--- config.mk ---
export PLATFORM = sky130hd
export DESIGN_NAME = class_assoc_search
export DESIGN_NICKNAME = d
export VERILOG_FILES = /design/src/rtl/class_assoc_search.sv
export SDC_FILE = /design/constraint.sdc
export NUM_CORES = 1
export LEC_CHECK = 0
export ABC_CLOCK_PERIOD_IN_PS = 6450
export CAP_MARGIN = 10
export CORE_MARGIN = 10
export CORE_UTILIZATION = 51
export DETAILED_ROUTE_END_ITERATION = 8
export GPL_TIMING_DRIVEN = 0
export HOLD_SLACK_MARGIN = 0.15
export PLACE_DENSITY_LB_ADDON = 0.2
export REMOVE_ABC_BUFFERS = 1
export SLEW_MARGIN = 20
export SYNTH_ARGS = -nofsm -noshare
export SYNTH_HDL_FRONTEND = slang
export SYNTH_SLANG_ARGS = --single-unit
--- constraint.sdc ---
create_clock -name clk -period 6.45 [get_ports clk]
set_clock_uncertainty 0.1 [all_clocks]
set_input_delay 1.29 -clock clk [delete_from_list [all_inputs] [get_ports clk]]
set_output_delay 1.29 -clock clk [all_outputs]
set_load 0.01 [all_outputs]
--- src/rtl/class_assoc_search.sv ---
// Associative search behind class_hvec_gen: buffers one query hypervector, sweeps all
// (class, frame) addresses, accumulates per-class Hamming distance and reports the argmin class.
module class_assoc_search #(
  parameter int DI_PARALLEL_W_BITS = 64,
  parameter int N_CLASSES          = 8,
  parameter int N_FRAMES           = 3,
  parameter int CLASS_ID_W         = 3,
  parameter int FRAME_IDX_W        = 2,
  localparam int DIST_W            = $clog2(N_FRAMES*DI_PARALLEL_W_BITS+1)
) (
  input  logic                          clk,
  input  logic                          rst,
  input  logic [DI_PARALLEL_W_BITS-1:0] query_frame_in,
  input  logic                          query_valid,
  output logic                          query_ready,
  output logic [CLASS_ID_W-1:0]         frame_id,
  output logic [FRAME_IDX_W-1:0]        frame_index,
  input  logic [DI_PARALLEL_W_BITS-1:0] class_vec_in,
  output logic                          pred_valid,
  input  logic                          pred_ready,
  output logic [CLASS_ID_W-1:0]         pred_class,
  output logic [DIST_W-1:0]             pred_dist
);

  localparam int W = DI_PARALLEL_W_BITS;

  typedef enum logic [1:0] {LOAD, SEARCH, DRAIN, DONE} state_t;

  state_t                         state, state_n;
  logic [N_FRAMES-1:0][W-1:0]     qbuf;
  logic [FRAME_IDX_W-1:0]         ld_cnt;
  logic [CLASS_ID_W-1:0]          c;
  logic [FRAME_IDX_W-1:0]         f;

  // stage 1 registers
  logic                           s1_vld;
  logic [DIST_W-1:0]              pc_q;
  logic [CLASS_ID_W-1:0]          c_q;
  logic                           last_q;

  // stage 2 state
  logic [DIST_W-1:0]              acc;
  logic [DIST_W-1:0]              best_dist, best_dist_n;
  logic [CLASS_ID_W-1:0]          best_class, best_class_n;
  logic [DIST_W-1:0]              total;
  logic                           take;

  logic                           ld_fire, ld_last, f_last, addr_last;

  function automatic logic [DIST_W-1:0] popcnt(input logic [W-1:0] x);
    logic [DIST_W-1:0] n;
    n = '0;
    for (int i = 0; i < W; i++) n = n + DIST_W'(x[i]);
    return n;
  endfunction

  assign query_ready = (state == LOAD) && !rst;
  assign ld_fire     = query_valid && query_ready;
  assign ld_last     = (ld_cnt == FRAME_IDX_W'(N_FRAMES-1));
  assign f_last      = (f == FRAME_IDX_W'(N_FRAMES-1));
  assign addr_last   = f_last && (c == CLASS_ID_W'(N_CLASSES-1));

  assign frame_id    = (state == SEARCH) ? c : '0;
  assign frame_index = (state == SEARCH) ? f : '0;

  // Class 0 always seeds best, so nothing from a previous query leaks in.
  assign total        = acc + pc_q;
  assign take         = s1_vld && last_q && ((c_q == '0) || (total < best_dist));
  assign best_dist_n  = take ? total : best_dist;
  assign best_class_n = take ? c_q   : best_class;

  always_comb begin
    state_n = state;
    case (state)
      LOAD:    if (ld_fire && ld_last) state_n = SEARCH;
      SEARCH:  if (addr_last)          state_n = DRAIN;
      DRAIN:                           state_n = DONE;
      DONE:    if (pred_ready)         state_n = LOAD;
      default:                         state_n = LOAD;
    endcase
  end

  always_ff @(posedge clk) begin
    if (rst) begin
      state      <= LOAD;
      qbuf       <= '0;
      ld_cnt     <= '0;
      c          <= '0;
      f          <= '0;
      s1_vld     <= 1'b0;
      pc_q       <= '0;
      c_q        <= '0;
      last_q     <= 1'b0;
      acc        <= '0;
      best_dist  <= '0;
      best_class <= '0;
      pred_valid <= 1'b0;
      pred_class <= '0;
      pred_dist  <= '0;
    end else begin
      state <= state_n;

      if (ld_fire) begin
        qbuf[ld_cnt] <= query_frame_in;
        ld_cnt       <= ld_last ? '0 : ld_cnt + 1'b1;
      end

      if (state == SEARCH) begin
        if (f_last) begin
          f <= '0;
          c <= addr_last ? '0 : c + 1'b1;
        end else begin
          f <= f + 1'b1;
        end
      end

      s1_vld <= (state == SEARCH);
      pc_q   <= popcnt(qbuf[f] ^ class_vec_in);
      c_q    <= c;
      last_q <= f_last;

      if (s1_vld) begin
        acc        <= last_q ? '0 : total;
        best_dist  <= best_dist_n;
        best_class <= best_class_n;
      end

      // DRAIN takes the bypassed best so the final class update is not lost.
      if (state == DRAIN) begin
        pred_valid <= 1'b1;
        pred_class <= best_class_n;
        pred_dist  <= best_dist_n;
      end else if (state == DONE && pred_ready) begin
        pred_valid <= 1'b0;
      end
    end
  end

endmodule

# After elaboration in Yosys (flattened, before gate mapping)
# Cells that the tools add are included.
[op_classes] eq_ne=9 add_sub_neg=67 n_lt_le_gt_ge=4 reduce_logical=15 bitwise_logic=1 mux=19
[ops] op="adder 8 x 1 -> 8 bit" n=56
[ops] op="bitwise mux 192 bit" n=1
[ops] op="binary-select mux 64 bit (select 2 bit)" n=1
[ops] op="demux 64 bit (select 2 bit)" n=1
[ops] op="2-to-1 mux 64 bit" n=2
[ops] op="bitwise XOR 64 bit" n=1
[ops] op="2-to-1 mux 8 bit" n=2
[ops] op="2-to-1 mux 2 bit" n=6
[ops] op="2-to-1 mux 3 bit" n=3
[ops] op="adder 7 x 1 -> 8 bit" n=1
[ops] op="adder 8 bit" n=1
[ops] op="equality test 2 bit, second input constant" n=4
[ops] op="logical AND 1 bit" n=8
[ops] op="less-than comparator 8 bit" n=1
[ops] op="case mux 2 bit (4 select lines)" n=1
[ops] op="adder 6 x 1 -> 7 bit" n=1
[ops] op="adder 5 x 1 -> 6 bit" n=1
[ops] op="less-than comparator 2 x 3 -> 1 bit, second input constant" n=2
[ops] op="adder 4 x 1 -> 5 bit" n=1
[ops] op="adder 2 x 1 -> 2 bit, second input constant" n=2
[ops] op="adder 3 x 1 -> 4 bit" n=1
[ops] op="!= test 2 bit, second input constant" n=2
[ops] op="adder 2 x 1 -> 3 bit" n=1
[ops] op="adder 3 x 1 -> 3 bit, second input constant" n=1
[ops] op="other kinds (13)" n=14
[totals] wordCells=132 reg_bits=245 inputBits=132 out_inout_bits=18

# Logic depth before layout (Yosys ltp)
# Gate-level depths: netlist of run 1.
[logic_depth] depth_word=66 mapped_depth=28 ltp_nobuf=26

# Least setup slack after synthesis of run 1
# Ideal clock, no wire load.
[synth_timing] path_kind="in2reg" start="input port class_vec_in[53]" end="register pc_q[6]" path_stages=23 n_path_buf=0 setup_ps=70 t_arrival_ps=6831 t_required_ps=6280 slack_ps=-551 cell_sequence="xnor2_1 fa_1 inv_1 fa_1 inv_1 fa_1 inv_1 fa_1 inv_1 fa_1 inv_1 fa_1 fa_1 fa_1 inv_1 ha_1 inv_1 fa_1 nor2b_1 o21ai_0 a21oi_1 o21bai_1 a21oi_1"
[synth_between] elab_chain_len=12
[synth_lines] element="start: declaration" line="18" source="input logic [DI_PARALLEL_W_BITS-1:0] class_vec_in,"
[synth_lines] element="bitwise XOR 64 bit" line="118" source="pc_q <= popcnt(qbuf[f] ^ class_vec_in);"
[synth_lines] element="adder 8 x 1 -> 8 bit (11 in a row)" line="53" source="for (int i = 0; i < W; i++) n = n + DIST_W'(x[i]);"
[synth_lines] element="end signal: assignment" line="118"
[synth_lines] element="end: declaration" line="37" source="logic [DIST_W-1:0] pc_q;"
# Every way passes these cells.
# A chain may end at the register's enable or synchronous reset.

# Worst setup path after layout of run 1
[layout_timing] start="register f[1]" end="register pc_q[4]"
[layout_between] elab_chain_len=66
[layout_lines] element="start: declaration" line="33" source="logic [FRAME_IDX_W-1:0] f;"
[layout_lines] element="start signal: assignment" line="113" source="f <= f + 1'b1;"
[layout_lines] element="binary-select mux 64 bit (select 2 bit) (*)" line="118"
[layout_lines] element="2-to-1 mux 64 bit (implied by the code) (*)" line="118"
[layout_lines] element="bitwise XOR 64 bit (*)" line="118"
[layout_lines] element="adder 1 x 1 -> 2 bit" line="53"
[layout_lines] element="adder 2 x 1 -> 3 bit" line="53"
[layout_lines] element="adder 3 x 1 -> 4 bit" line="53"
[layout_lines] element="adder 4 x 1 -> 5 bit" line="53"
[layout_lines] element="adder 5 x 1 -> 6 bit" line="53"
[layout_lines] element="adder 6 x 1 -> 7 bit" line="53"
[layout_lines] element="adder 7 x 1 -> 8 bit" line="53"
[layout_lines] element="adder 8 x 1 -> 8 bit (55 in a row)" line="53"
[layout_lines] element="adder 8 x 1 -> 8 bit (*)" line="53"
# Every way passes the cells marked *; elsewhere a longest branch is shown, timed or not. The select of a mux whose other input is x is not followed.

==> results of run 1 <==
-- cells in the final DEF, fill, tap and decap left out, types with 33 or more instances in the layout --
| cell type | instances |
|---|---|
| nand2_1 | 435 |
| dfxtp_1 | 242 |
| a21oi_1 | 236 |
| clkdlybuf4s50_1 | 119 |
| mux2i_1 | 65 |
| inv_1 | 65 |
| nor2_1 | 59 |
| fa_1 | 50 |
| xnor2_1 | 43 |
| o21ai_0 | 35 |
| ha_1 | 35 |
| buf_4 | 33 |
-- per-stage QoR --
stage / cell area, um^2 / hold slack (ps) / util / TNS, ps
5_1_grt: 16200 / 370 / 0.670 / -2990
3_5_place_dp: 14500 / 346 / 0.597 / -9260
4_1_cts: 16200 / 355 / 0.667 / -1320
6_report: 16200 / 351 / 0.670 / -1600
2_1_floorplan: 12100 / 330 / - / -60600
3_3_place_gp: 14000 / 341 / 0.577 / -2774450
-- per-layer routing --
layer	wire length, um	global-route usage	vias up
met5	8	0	-
met4	864	0.0641	2
met3	2110	0.0378	56
met2	17800	0.393	342
met1	14700	0.265	5226
li1	-	-	5342
-- worst max-delay path by stage --
stage / from / end / slack, ps / depth (start not counted)
after floorplan: f[0] / pc_q[6] / -3890 / 25
after CTS: f[0] / pc_q[6] / -340 / 28
after global routing: f[0] / pc_q[4] / -630 / 28
after global placement: rst / qbuf[106] / -17050 / 4
final: f[1] / pc_q[4] / -400 / 25
after detailed placement: f[1] / pc_q[6] / -1680 / 27
-- sequential cells by signal, summed over array words and instances (netlist names) --
name,flops
c_q,3
state,2
s1_vld,1
c,3
pc_q,7
best_dist,8
f,2
last_q,1
ld_cnt,2
pred_dist,8
qbuf,192
pred_valid,1
acc,8
best_class,3
pred_class,3
-- what timing repair did --
action	in CTS	in global routing
setup endpoints to repair	7	6
pin swaps	47	8
buffers inserted	34	3
resized for setup	110	16
gates cloned	8	0
-- final cells by class --
cell class	instances	area, um^2	area share
Inverter	73	274	0.0169
Sequential cell	244	4890	0.301
Timing Repair Buffer	226	2490	0.153
Clock inverter	6	36.3	0.00223
Multi-Input combinational cell	1122	7310	0.450
Clock buffer	42	845	0.0520
Tap cell	324	405	0.0249
-- tightest hold or removal path: cells and delay by family (launching register included) --
kind / cells / cell delay [ps]
flip-flops: 1 / 310
AND/OR/NAND/NOR: 1 / 50
AO/OA/AOI/OAI: 1 / 50
-- kinds of logic (layout without fill, tap and decap cells) --
| logic type | count (synthesis) | count (layout) | share of synthesized area |
|---|---|---|---|
| and+or+nand+nor | 562 | 563 | 0.185 |
| xor gates and xnor gates | 69 | 69 | 0.0483 |
| adders and majority gates | 91 | 91 | 0.124 |
| DFF | 244 | 244 | 0.390 |
| muxes | 66 | 66 | 0.0528 |
| buffers and inverters | 172 | 347 | 0.0556 |
| AOI/OAI and AO/OA | 333 | 333 | 0.144 |
==> flow_summary.json, run 1 <==
{
  "vias": 11000,
  "fmax_mhz": 146,
  "synth_edf_count": 0,
  "clock_latency_ps": 540,
  "min_to": "qbuf[84]",
  "reg2regPathDepth": 25,
  "slowest_stage": "fa_1",
  "worst_setup_path_end_kind": "flip-flop",
  "min_path_cells": 2,
  "cts-root-buf": "clkbuf_16",
  "path_max_fanout": 7,
  "fin_crit_sh": 1.06,
  "core_mm2": 0.0242,
  "cp.required_ps": 6760,
  "crit-reg2reg-capture": "pc_q[4]",
  "worst_pin_slew_ps": 852,
  "wl_um": 35500,
  "ys_warn_count": 0,
  "max_slew_margin": 0.432,
  "min_from": "qbuf[84]",
  "antenna_found_initial": 1,
  "synthFlopType": "dfxtp_1",
  "postRouteAntennaNets": 0,
  "path_buf_inv": 8,
  "start_util": 0.516,
  "yosysMostFrequentCell": "nand2_1",
  "cts_max_level": 1,
  "hp-class": "flip-flop to flip-flop",
  "startpoint_type": "flip-flop",
  "diodes": 0,
  "fillCellCount": 2114,
  "r2r_start": "f[1]",
  "place_congestion": 0.817,
  "post-route-min-period_ps": 6850,
  "cts_hold_buffers": 0,
  "dp_hpwl_um": 22700,
  "numCtsBuffers": 28,
  "yosysSeqAreaShare": 0.390,
  "worst-setup-path-type": "flip-flop to flip-flop",
  "syn_area_per_cell_um2": 8.15,
  "wl_per_cell_um": 17.4,
  "layout.cells.non_filler": 2037,
  "hold_viol": 0,
  "crit_top_cell": "fa_1",
  "violations": "setup timing",
  "finalSetupViolations": 6,
  "syn_to_final_growth_pct": 29.8,
  "yosys-top-cells-area": "dfxtp_1 39%, nand2_1 13%, a21oi_1 9.9%",
  "maxCapViolCount": 0,
  "grt_setup_unrepaired": "true",
  "grt_max_degree": 124,
  "postSynth.asyncResetShare": 0,
  "first_pass_iters": 5,
  "crit_arrival_ps": 7170,
  "ios": 150,
  "cts_tree": "yes",
  "fp-row-count": 57,
  "syn_area_mm2": 0.0125,
  "dp.cells": 1947,
  "synth_common_cells": "436 x nand2_1, 247 x a21oi_1, 244 x dfxtp_1, 73 x inv_1",
  "yosysTopAreaCellShare": 0.390,
  "status": "complete, but fails checks",
  "clockBufferDepth": 3,
  "yosysTopAreaCell": "dfxtp_1",
  "nets": 1918,
  "synth_cell_types": 52,
  "die_area_mm2": 0.0312,
  "viasPerCell": 5.38,
  "dp_slack_ps": -1680,
  "setup_slack_ps": -405,
  "synthCells": 1537,
  "die_w_um": 177,
  "slew_viol_final": 0,
  "drive_above_1_share": 0.116,
  "io_buffers": 149,
  "cts.clk_slew.worst_paths_ps": 60,
  "overflow": 0,
  "max_stage_delay_ps": 600,
  "chipHeight_um": 177,
  "r2r_slack_ps": -400,
  "path_delay_family": "adder cells",
  "synth-seq-cells": 244,
  "cts.sinks": 244,
  "track_usage": 0.220,
  "drc": 0,
  "grt_first_pass_wirelength_um": 56100,
  "initialDrtViolationCount": 872,
  "grt_pass1_vias": 10900
}
Power of run 1 is left out: the tool's default activity adds up to more than one toggle a clock period on the data nets, which glitch-free logic cannot reach.
==> run 2: changes to the inputs <==
==> constraint.sdc (replaced) <==
create_clock -name clk -period 6.45 [get_ports clk]
set_clock_uncertainty 0.1 [all_clocks]
set_input_delay 0.645 -clock clk [delete_from_list [all_inputs] [get_ports clk]]
set_output_delay 0.645 -clock clk [all_outputs]
set_load 0.005 [all_outputs]
==> flow_summary.json, run 2 (synthesized netlist as in run 1, its figures left out) <==
{
  "crit_arrival_ps": 7120,
  "crit_top_cell": "fa_1",
  "place_congestion": 0.817,
  "maxCapViolCount": 0,
  "dp_slack_ps": -1680,
  "path_max_fanout": 7,
  "cts-root-buf": "clkbuf_16",
  "postRouteAntennaNets": 0,
  "viasPerCell": 5.34,
  "overflow": 0,
  "top_register": "qbuf",
  "fin_crit_sh": 1.06,
  "slowest_stage": "fa_1",
  "cts.clk_slew.worst_paths_ps": 60,
  "dp_hpwl_um": 22700,
  "hp-class": "primary input to flip-flop",
  "final_cell_mix": "436 x nand2_1, 242 x dfxtp_1, 239 x a21oi_1, 148 x clkdlybuf4s50_1",
  "nets": 1918,
  "cts_max_level": 1,
  "chipHeight_um": 177,
  "worst_setup_path_end_kind": "flip-flop",
  "worst-setup-path-type": "flip-flop to flip-flop",
  "first_pass_iters": 5,
  "finalSetupViolations": 6,
  "track_usage": 0.219,
  "post-route-min-period_ps": 6810,
  "layout_commonest_cell": "nand2_1",
  "cts.sinks": 244,
  "hold_viol": 0,
  "die_area_mm2": 0.0312,
  "drc": 0,
  "grt_setup_unrepaired": "true",
  "io_buffers": 149,
  "max_stage_delay_ps": 600,
  "clock_latency_ps": 540,
  "cts_tree": "yes",
  "core_mm2": 0.0242,
  "antenna_found_initial": 1,
  "start_util": 0.516,
  "cts_hold_buffers": 0,
  "path_delay_family": "adder cells",
  "ios": 150,
  "critical_path_depth": 27,
  "status": "complete, but fails checks",
  "violations": "setup timing",
  "drive_above_1_share": 0.0992,
  "slew_viol_final": 0,
  "worst_pin_slew_ps": 850,
  "max_slew_margin": 0.433,
  "numCtsBuffers": 28,
  "min_path_cells": 2,
  "startpoint_type": "flip-flop",
  "grt_first_pass_wirelength_um": 55800,
  "initialDrtViolationCount": 861,
  "wl_um": 35400,
  "fp-row-count": 57,
  "die_w_um": 177,
  "reg2regPathDepth": 27,
  "grt_max_degree": 124,
  "diodes": 0,
  "path_buf_inv": 9,
  "setup_slack_ps": -358,
  "vias": 10900,
  "syn_to_final_growth_pct": 28.2,
  "wl_per_cell_um": 17.4,
  "largest_register_ffs": 192,
  "grt_pass1_vias": 10900,
  "cp.required_ps": 6760,
  "fmax_mhz": 147,
  "clockBufferDepth": 3
}
run 2: area by class of cell:
type | count | area, um^2
clock buffer | 42 | 845
clock inverter | 6 | 36.3
fill | 2164 | 8200
inverter | 73 | 274
multi-input combinational | 1122 | 7080
sequential | 244 | 4890
tap | 324 | 405
timing repair buffer | 226 | 2510
run 2: per-stage QoR:
step / hold slack [ps] / cells / TNS [ps] / utilization / cell area, um^2
global placement: 341 / 1911 / -2622520 / 0.577 / 14000
detailed placement: 346 / 1947 / -9260 / 0.597 / 14500
global route: 285 / 2037 / -2870 / 0.662 / 16000
CTS: 267 / 2035 / -1290 / 0.660 / 16000
floorplan: 330 / 1438 / -25350 / - / 12100
finish: 279 / 2037 / -1410 / 0.662 / 16000
run 2: per-layer routing:
metal / vias to the layer above / track usage / routed length (um)
li1: 5341 / - / -
met1: 5130 / 0.264 / 14700
met2: 327 / 0.386 / 17400
met3: 72 / 0.0408 / 2230
met4: 2 / 0.0697 / 1060
met5: - / 0 / 8
run 2: worst paths after layout:
kind | startpoint | end | slack [ps]
setup reg to reg | f[0] | pc_q[4] | -360
hold / removal | rst | qbuf[159] | 280
setup / recovery | f[0] | pc_q[4] | -360
hold reg to reg | qbuf[136] | qbuf[136] | 350
run 2: what timing repair did:
item                       4_1_cts  5_1_grt
buffers inserted                35        2
gates resized for setup         36       17
gates cloned                     8        0
setup endpoints to repair        7        6
pin swaps                       37        5
Power of run 2 is left out for the same reason.
